### src/rtl/udma_uart_tx_buf.sv
// Buffered UART transmitter: DEPTH-entry character FIFO feeding a start/data/parity/stop
// serialiser that chains frames back-to-back with no idle gap.
module udma_uart_tx_buf #(
    parameter int unsigned DIV_W = 16,
    parameter int unsigned DEPTH = 4
) (
    input  logic                     clk_i,
    input  logic                     rstn_i,
    input  logic                     cfg_en_i,
    input  logic [DIV_W-1:0]         cfg_div_i,
    input  logic                     cfg_parity_en_i,
    input  logic                     cfg_parity_odd_i,
    input  logic [1:0]               cfg_bits_i,
    input  logic                     cfg_stop_bits_i,
    input  logic                     flush_i,
    input  logic [7:0]               tx_data_i,
    input  logic                     tx_valid_i,
    output logic                     tx_ready_o,
    output logic                     tx_o,
    output logic                     busy_o,
    output logic                     tx_done_o,
    output logic [$clog2(DEPTH):0]   fifo_level_o
);

    localparam int unsigned AW = $clog2(DEPTH);
    localparam logic [AW:0] FULL_LVL = (AW+1)'(DEPTH);

    typedef enum logic [2:0] {
        ST_IDLE,
        ST_START,
        ST_DATA,
        ST_PARITY,
        ST_STOP
    } state_e;

    state_e            state_q, state_d;
    logic [7:0]        mem_q [DEPTH];
    logic [AW-1:0]     wptr_q, wptr_d, rptr_q, rptr_d;
    logic [AW:0]       level_q, level_d;
    logic [DIV_W-1:0]  cnt_q, cnt_d, div_q, div_d;
    logic [2:0]        bitc_q, bitc_d;
    logic              stop_q, stop_d;
    logic [7:0]        shift_q, shift_d;
    logic              par_q, par_d;
    logic [1:0]        bits_q, bits_d;
    logic              paren_q, paren_d;
    logic              stop2_q, stop2_d;
    logic              tx_q, tx_d;
    logic              done_q, done_d;

    logic              push, pop, launch, full, empty;
    logic [7:0]        head;
    logic [7:0]        char_mask;
    logic [2:0]        last_bit;

    assign head      = mem_q[rptr_q];
    assign char_mask = 8'hFF >> (2'd3 - cfg_bits_i);
    assign last_bit  = {1'b0, bits_q} + 3'd4;
    assign push      = tx_valid_i && tx_ready_o;
    assign pop       = launch;

    always_ff @(posedge clk_i) begin
        if (push) begin
            mem_q[wptr_q] <= tx_data_i;
        end
    end

    always_ff @(posedge clk_i or negedge rstn_i) begin
        if (!rstn_i) begin
            state_q <= ST_IDLE;
            wptr_q  <= '0;
            rptr_q  <= '0;
            level_q <= '0;
            cnt_q   <= '0;
            div_q   <= '0;
            bitc_q  <= '0;
            stop_q  <= 1'b0;
            shift_q <= '0;
            par_q   <= 1'b0;
            bits_q  <= '0;
            paren_q <= 1'b0;
            stop2_q <= 1'b0;
            tx_q    <= 1'b1;
            done_q  <= 1'b0;
        end else begin
            state_q <= state_d;
            wptr_q  <= wptr_d;
            rptr_q  <= rptr_d;
            level_q <= level_d;
            cnt_q   <= cnt_d;
            div_q   <= div_d;
            bitc_q  <= bitc_d;
            stop_q  <= stop_d;
            shift_q <= shift_d;
            par_q   <= par_d;
            bits_q  <= bits_d;
            paren_q <= paren_d;
            stop2_q <= stop2_d;
            tx_q    <= tx_d;
            done_q  <= done_d;
        end
    end

    // A pop on the same edge as a flush still launches the head; only the rest is dropped.
    always_comb begin : fifo_next
        wptr_d  = wptr_q;
        rptr_d  = rptr_q;
        level_d = level_q;
        if (push) wptr_d = wptr_q + AW'(1);
        if (pop)  rptr_d = rptr_q + AW'(1);
        if (flush_i) begin
            rptr_d  = wptr_q;
            level_d = '0;
        end else begin
            case ({push, pop})
                2'b10:   level_d = level_q + (AW+1)'(1);
                2'b01:   level_d = level_q - (AW+1)'(1);
                default: level_d = level_q;
            endcase
        end
    end

    always_comb begin : next_state
        state_d = state_q;
        cnt_d   = cnt_q;
        div_d   = div_q;
        bitc_d  = bitc_q;
        stop_d  = stop_q;
        shift_d = shift_q;
        par_d   = par_q;
        bits_d  = bits_q;
        paren_d = paren_q;
        stop2_d = stop2_q;
        tx_d    = tx_q;
        done_d  = 1'b0;
        launch  = 1'b0;
        case (state_q)
            ST_IDLE: begin
                tx_d = 1'b1;
                if (cfg_en_i && !empty) launch = 1'b1;
            end
            ST_START: begin
                if (cnt_q == '0) begin
                    state_d = ST_DATA;
                    tx_d    = shift_q[0];
                    cnt_d   = div_q;
                    bitc_d  = '0;
                end else begin
                    cnt_d = cnt_q - DIV_W'(1);
                end
            end
            ST_DATA: begin
                if (cnt_q == '0) begin
                    cnt_d = div_q;
                    if (bitc_q == last_bit) begin
                        state_d = paren_q ? ST_PARITY : ST_STOP;
                        tx_d    = paren_q ? par_q : 1'b1;
                        stop_d  = 1'b0;
                    end else begin
                        bitc_d  = bitc_q + 3'd1;
                        shift_d = shift_q >> 1;
                        tx_d    = shift_q[1];
                    end
                end else begin
                    cnt_d = cnt_q - DIV_W'(1);
                end
            end
            ST_PARITY: begin
                if (cnt_q == '0) begin
                    state_d = ST_STOP;
                    tx_d    = 1'b1;
                    cnt_d   = div_q;
                    stop_d  = 1'b0;
                end else begin
                    cnt_d = cnt_q - DIV_W'(1);
                end
            end
            ST_STOP: begin
                if (cnt_q == '0) begin
                    if (stop2_q && !stop_q) begin
                        stop_d = 1'b1;
                        cnt_d  = div_q;
                    end else begin
                        done_d = 1'b1;
                        if (cfg_en_i && !empty) begin
                            launch = 1'b1;
                        end else begin
                            state_d = ST_IDLE;
                            tx_d    = 1'b1;
                        end
                    end
                end else begin
                    cnt_d = cnt_q - DIV_W'(1);
                end
            end
            default: begin
                state_d = ST_IDLE;
                tx_d    = 1'b1;
            end
        endcase
        // Frame configuration is captured only here so mid-frame changes apply to the next character.
        if (launch) begin
            state_d = ST_START;
            tx_d    = 1'b0;
            cnt_d   = cfg_div_i;
            div_d   = cfg_div_i;
            bits_d  = cfg_bits_i;
            paren_d = cfg_parity_en_i;
            stop2_d = cfg_stop_bits_i;
            shift_d = head;
            par_d   = (^(head & char_mask)) ^ cfg_parity_odd_i;
            bitc_d  = '0;
            stop_d  = 1'b0;
        end
    end

    always_comb begin : outputs
        full         = (level_q == FULL_LVL);
        empty        = (level_q == '0);
        tx_ready_o   = !full && !flush_i;
        busy_o       = (state_q != ST_IDLE) || !empty;
        tx_o         = tx_q;
        tx_done_o    = done_q;
        fifo_level_o = level_q;
    end

endmodule
### config.mk
export PLATFORM = sky130hd
export DESIGN_NAME = udma_uart_tx_buf
export DESIGN_NICKNAME = d
export VERILOG_FILES = /design/src/rtl/udma_uart_tx_buf.sv
export SDC_FILE = /design/constraint.sdc
export NUM_CORES = 1
export LEC_CHECK = 0
export ABC_AREA = 1
export CAP_MARGIN = 20
export CORE_MARGIN = 10
export CORE_UTILIZATION = 40
export CTS_BUF_LIST = sky130_fd_sc_hd__clkbuf_4 sky130_fd_sc_hd__clkbuf_8 sky130_fd_sc_hd__clkbuf_16
export DETAILED_ROUTE_END_ITERATION = 16
export SLEW_MARGIN = 20
export SYNTH_ARGS = -nofsm -noshare
export SYNTH_HDL_FRONTEND = slang
export SYNTH_SLANG_ARGS = --single-unit
### constraint.sdc
create_clock -name clk_i -period 2.8 [get_ports clk_i]
set_input_delay 0.7 -clock clk_i [delete_from_list [all_inputs] [get_ports clk_i]]
set_output_delay 0.7 -clock clk_i [all_outputs]
set_load 0.005 [all_outputs]
==> results of run 1 <==
## power groups by stage
stage                     clock [mW]  sequential [mW]  combinational [mW]
after floorplan                    0             1.55               0.490
after global placement             0             1.57               0.695
after detailed placement           0             1.57               0.723
after CTS                       1.27             1.54               0.725
after global routing            1.33             1.55               0.822
final                           1.24             1.54               0.710
## cell usage after synthesis, types with 3 or more instances
cell type                  number
sky130_fd_sc_hd__nand2_1      217
sky130_fd_sc_hd__dfrtp_1       60
sky130_fd_sc_hd__inv_1         52
sky130_fd_sc_hd__nor2_1        50
sky130_fd_sc_hd__nand3_1       47
sky130_fd_sc_hd__edfxtp_1      32
sky130_fd_sc_hd__o21ai_0       32
sky130_fd_sc_hd__a21oi_1       12
sky130_fd_sc_hd__xor2_1        10
sky130_fd_sc_hd__o21ai_1        9
sky130_fd_sc_hd__xnor2_1        9
sky130_fd_sc_hd__buf_6          8
sky130_fd_sc_hd__nand4_1        7
sky130_fd_sc_hd__ha_1           6
sky130_fd_sc_hd__nor2_2         5
sky130_fd_sc_hd__o211ai_1       5
sky130_fd_sc_hd__a31oi_1        4
sky130_fd_sc_hd__buf_2          4
sky130_fd_sc_hd__inv_2          4
sky130_fd_sc_hd__nand2_2        4
sky130_fd_sc_hd__nand3_2        3
sky130_fd_sc_hd__nand3b_1       3
sky130_fd_sc_hd__nor2_4         3
sky130_fd_sc_hd__nor3_1         3
## metal layers
metal / routed length, µm / share of wire
met1: 5210 / 0.47
met2: 5430 / 0.49
met3: 372 / 0.033
met4: 141 / 0.013
met5: 0 / 0
## flip-flops by register name (all words and copies together), names as in the netlist, 2 cells and up
name	flops
cnt_q	16
bitc_q	3
bits_q	2
mem_q	32
wptr_q	2
rptr_q	2
shift_q	8
fifo_level_o	3
div_q	16
state_q	3
## worst register-to-register path, stage by stage, from the launching register on
cell and delay, ns:
sky130_fd_sc_hd__dfrtp_1 0.38, sky130_fd_sc_hd__inv_1 0.09, sky130_fd_sc_hd__ha_1 0.26, sky130_fd_sc_hd__nand3_2 0.19
sky130_fd_sc_hd__nor2_4 0.20, sky130_fd_sc_hd__nand4_4 0.16, sky130_fd_sc_hd__nand2_4 0.13, sky130_fd_sc_hd__nand2_1 0.09
sky130_fd_sc_hd__inv_1 0.09, sky130_fd_sc_hd__fa_1 0.20, sky130_fd_sc_hd__xor2_1 0.20, sky130_fd_sc_hd__xor2_1 0.18
sky130_fd_sc_hd__o21ai_1 0.07
## per-stage QoR
stage	setup WS, ns	utilization	instance area [µm²]	hold slack (ns)	power (mW)
3_3_place_gp	0.200	0.459	5580	0.456	2.26
6_report	0.245	0.484	5880	0.401	3.49
5_1_grt	0.194	0.484	5880	0.450	3.70
3_5_place_dp	0.107	0.459	5580	0.454	2.29
2_1_floorplan	0.671	-	5020	0.404	2.04
4_1_cts	0.227	0.484	5880	0.420	3.54
## cell families after synthesis
group | Yosys count | share of synthesized area
simple gates | 350 | 0.305
flops | 93 | 0.496
buf+inv | 75 | 0.0711
compound gates | 66 | 0.0740
xor+xnor | 19 | 0.0332
fa+ha+maj | 7 | 0.0189
mux | 1 | 0.00199
## cell type report
| class | instances | area (µm²) |
|---|---|---|
| Fill cell | 1189 | 6280 |
| Sequential cell | 93 | 2490 |
| Tap cell | 168 | 210 |
| Clock buffer | 10 | 233 |
| Inverter | 59 | 224 |
| Multi-Input combinational cell | 443 | 2170 |
| Clock inverter | 6 | 72.6 |
| Timing Repair Buffer | 50 | 483 |
## worst min path at each step
stage               depth (start not counted)  slack, ns  startpoint         end
CTS                                         1       0.42      rstn_i  state_q[0]
global route                                1       0.45      rstn_i  state_q[0]
finish                                      1       0.40      rstn_i  state_q[0]
global placement                            2       0.46   div_q[10]   div_q[10]
detailed placement                          2       0.45        tx_o        tx_o
floorplan                                   0       0.40      rstn_i   bitc_q[0]
==> impl_metrics.toml, run 1 <==
[clocking]
tritoncts_buffer_count = 9
cts-root-to-sink-buffers = 2
clkSlewWorstSetupHoldPaths_ns = 0.06
cts_hold_buffers = 0
cts_resized = 0
post_cts_repair_setup_buffers = 0
ctsHtreeMaxLevel = 3
clock_latency_ns = 0.35
tritoncts_clock_tree = "built"
numClockSinks = 93
root_buffer = "sky130_fd_sc_hd__clkbuf_16"

[pwr]
power_frac_clock = 0.355
p_sw_frac = 0.294
vdd.ir_drop.worst_uv = 345
share_seq_of_total_power = 0.442
cellInternalPower_mw = 2.47
switchingPower_mw = 1.03
leakage_power_nw = 2.71
comb_power_share = 0.203
power.density_cell_area_nw_per_um2 = 593

[setup_path]
arrival_ns = 1.86
critical_path.startpoint_type = "input port"
timing.critical_path.cells = "clkdlybuf4s50_1 > a21oi_1 > clkdlybuf4s50_1"
reg2reg_from = "cnt_q[0]"
cpLargestDelayFamily = "buffers and inverters"
timing.critical_path.buf_inv = 2
setup.worst_path.class = "input port to primary output"
reg2reg_setup_slack_ns = 0.46
timing.critical_path.to = "tx_ready_o"
cp_slowest_stage_delay_ns = 0.53
critical_path_cell_count = 3
end_kind = "primary output"
crit_path_max_fanout = 4
reg2reg_depth = 12
cpMaxStageDelayCell = "sky130_fd_sc_hd__clkdlybuf4s50_1"
cp.required_ns = 2.10
cp_common_cell = "sky130_fd_sc_hd__clkdlybuf4s50_1"
critical_path.startpoint = "flush_i"
regToRegEndpoint = "fifo_level_o[2]"

[logic_synthesis]
synth_edf_count = 32
synthArstFlopShare = 0.656
syn_nets = 652
yosys-top-cells-area = "sky130_fd_sc_hd__dfrtp_1 (30%), sky130_fd_sc_hd__edfxtp_1 (19%), sky130_fd_sc_hd__nand2_1 (16%)"
synth_largest_area_cell = "sky130_fd_sc_hd__dfrtp_1"
synth.ff_latch_count = 93
netlist_area_um2 = 5020
yosys.area.top_type_share = 0.299
mapped_cells = 611
prevailing_post_synth_register_cell = "sky130_fd_sc_hd__dfrtp_1"
postSynthAreaPerCell_um2 = 8.21
synth.yosys.seq_area_share = 0.496
yosys_warnings = 0
yosysUniqueCellTypes = 41

[drt]
drt-wirelength-per-cell_um = 13.4
detailroute.via_count = 4017
detail_route.iter0.violations = 233
drt.antenna.violating_nets = 0
remaining_drc_errors = 0
routed_via_density = 4.85
drt_first_pass_iters = 4
route.final.wire_length_um = 11100

[min_path]
hold_class = "input port to asynchronous set/reset pin"

[timing]
layout_worst_path_cycle_share = 0.913
layout_min_cycle_time_ns = 2.56
setup_viol = 0
clock_skew_ns = 0.00599
achievable-frequency_ghz = 0.391
tns_ns = 0
hold_violations = 0
slew_headroom = 0.527
grt_setup_unrepaired = "false"
timing.final.max_slew_violations = 0
worst-slew-pin-transition_ns = 0.710

[final_layout]
final_layout_size_suffix_gt1_frac = 0.0877
finish.net_count = 697
antenna-diode-count = 0
areaGrowthSynthToFinish_pct = 17.3
post_layout_nonfiller_instances = 829
layout_commonest_cell = "sky130_fd_sc_hd__nand2_1"
mostFrequentLayoutCells = "sky130_fd_sc_hd__nand2_1 (217), sky130_fd_sc_hd__dfrtp_1 (60), sky130_fd_sc_hd__inv_1 (52)"

[grt]
met1_resource_use_gr = 0.163
grt_pass1_wl_um = 19200
antenna_violations_before_repair = 0
vias_in_the_first_global_route = 3956
maximum_number_of_pins_on_one_net_before_global_route_repair = 39
met3_use_gr = 0.0335
busiest_layer = "met2"
use_met2 = 0.222
all_layer_gr_usage = 0.132
grt.overflow.total = 0

[die]
die_w_um = 132
row_count = 40
io_pins = 41
core_area_um2 = 12200
initial_utilization = 0.413
die_area_um2 = 17400
dieHeight_um = 132

[place]
post-place-cells = 813
count_of_port_buffers_added_during_placement = 40
detailedPlacementHpwl_um = 8200
gp_congestion = 0.857

[status]
status = "complete, no violations"

[job]
cap_violations = 0
No activity file was read; power rests on OpenSTA's default activity.
==> run 2, diff against run 1 <==
CORE_ASPECT_RATIO = 0.8   (was unset)
==> run 2 against run 1 <==
  * Die area grew 0.16%
  * Global-route usage is 0.55 points higher
  * Largest cell class unchanged
  * Clock skew grew 0.0039 ns
  * Critical path depth is the same
  * Sequential cell count stayed put
  * Combinational power is 2% higher
  * Routed wire length is 4.2% higher
  * Critical endpoint unchanged
==> impl_metrics.toml, run 2 (synthesized netlist as in run 1, its figures left out) <==
[status]
status = "complete, no violations"

[drt]
top_signal_layer_used = "met4"
detailroute.via_count = 4048
detail_route.iter0.violations = 333
route.final.wire_length_um = 11600
route.layer.met1.wl_um = 5940
drt-wirelength-per-cell_um = 13.9
drt_first_pass_iters = 4
detailroute.wirelength.met2_um = 4970
routed_via_density = 4.85
drt.antenna.violating_nets = 0
remaining_drc_errors = 0
dr_wl_met3_um = 599

[clocking]
post_cts_repair_setup_buffers = 0
ctsHtreeMaxLevel = 3
root_buffer = "sky130_fd_sc_hd__clkbuf_16"
clock_latency_ns = 0.35
clkSlewWorstSetupHoldPaths_ns = 0.07
cts_hold_buffers = 0
tritoncts_buffer_count = 9
tritoncts_clock_tree = "built"
cts_resized = 0
numClockSinks = 93
cts-root-to-sink-buffers = 2

[setup_path]
reg2reg_from = "fifo_level_o[0]"
cpMaxStageDelayCell = "sky130_fd_sc_hd__clkdlybuf4s50_1"
timing.critical_path.cells = "clkdlybuf4s50_1 > a21oi_1 > clkdlybuf4s50_1"
crit_path_max_fanout = 4
reg2reg_setup_slack_ns = 0.43
arrival_ns = 1.88
cp_common_cell = "sky130_fd_sc_hd__clkdlybuf4s50_1"
reg2reg_depth = 12
regToRegEndpoint = "fifo_level_o[2]"
cp.required_ns = 2.10
timing.critical_path.buf_inv = 2
critical_path.startpoint_type = "input port"
end_kind = "primary output"
cpLargestDelayFamily = "buffers and inverters"
cp_slowest_stage_delay_ns = 0.53
setup.worst_path.class = "input port to primary output"

[timing]
layout_worst_path_cycle_share = 0.920
clock_skew_ns = 0.00985
worst-slew-pin-transition_ns = 0.565
hold_violations = 0
grt_setup_unrepaired = "false"
timing.final.max_slew_violations = 0
achievable-frequency_ghz = 0.388
setup_viol = 0
slew_headroom = 0.623
layout_min_cycle_time_ns = 2.58
tns_ns = 0

[die]
die_w_um = 145
die_area_um2 = 17500
dieHeight_um = 120
core_area_um2 = 12200
initial_utilization = 0.411
row_count = 36
io_pins = 41

[final_layout]
filler_cell_count = 1142
finish.net_count = 699
largest_register_ff_count = 32
largest-register = "mem_q"
layout_commonest_cell = "sky130_fd_sc_hd__nand2_1"
reg.largest.list = "mem_q: 32 flops, cnt_q: 16 flops, div_q: 16 flops"
finalCoreUtilization = 0.484
antenna-diode-count = 0
areaGrowthSynthToFinish_pct = 17.8
mostFrequentLayoutCells = "sky130_fd_sc_hd__nand2_1 (217), sky130_fd_sc_hd__dfrtp_1 (60), sky130_fd_sc_hd__inv_1 (52)"
final_layout_size_suffix_gt1_frac = 0.0905

[grt]
all_layer_gr_usage = 0.137
grt_pass1_wl_um = 19700
maximum_number_of_pins_on_one_net_before_global_route_repair = 62
vias_in_the_first_global_route = 3972
grt.overflow.total = 0
antenna_violations_before_repair = 0

[pwr]
power.density_cell_area_nw_per_um2 = 601
leakage_power_nw = 2.73
power.total_mw = 3.55
vdd.ir_drop.worst_uv = 279

[place]
detailedPlacementHpwl_um = 8550
count_of_port_buffers_added_during_placement = 40
gp_congestion = 0.960

[min_path]
hold_class = "input port to asynchronous set/reset pin"

[job]
cap_violations = 0
[run 2: how the worst max path moves through the flow]
stage	endpoint	cells past startpoint	startpoint
finish	tx_ready_o	3	flush_i
global route	tx_ready_o	3	flush_i
CTS	tx_ready_o	3	flush_i
detailed placement	fifo_level_o[2]	11	cfg_en_i
global placement	fifo_level_o[2]	11	cfg_en_i
floorplan	fifo_level_o[2]	8	flush_i
[run 2: final cells by class]
class,instances,area (µm²),share of cell area
Clock buffer,9,225,0.0381
Clock inverter,7,86.3,0.0146
Inverter,59,224,0.0379
Multi-Input combinational cell,443,2170,0.368
Sequential cell,93,2490,0.421
Tap cell,171,214,0.0362
Timing Repair Buffer,52,498,0.0843
[run 2: metal layers]
metal,vias to the layer above,track usage
li1,2070,-
met1,1893,0.192
met2,80,0.203
met3,5,0.0391
met4,0,0.0397
met5,-,0
[run 2: power breakdown]
group / switching [mW] / internal, mW / total (mW)
Sequential: 0.0525 / 1.49 / 1.54
Combinational: 0.457 / 0.268 / 0.725
Clock: 0.571 / 0.714 / 1.29
Total: 1.08 / 2.47 / 3.55
[run 2: per-stage QoR]
step / std cells / instance area, µm² / setup slack (ns) / hold WS (ns)
after detailed placement: 818 / 5600 / 0.175 / 0.458
after global routing: 834 / 5910 / 0.149 / 0.384
after CTS: 834 / 5910 / 0.209 / 0.368
after global placement: 818 / 5600 / 0.220 / 0.455
after floorplan: 611 / 5020 / 0.671 / 0.404
final: 834 / 5910 / 0.224 / 0.333
==> run 3, diff against run 2 <==
CTS_CLUSTER_SIZE = 40   (was unset)
==> results of run 3 <==
No change in the layout: final DEF, timing and power equal those of run 2.
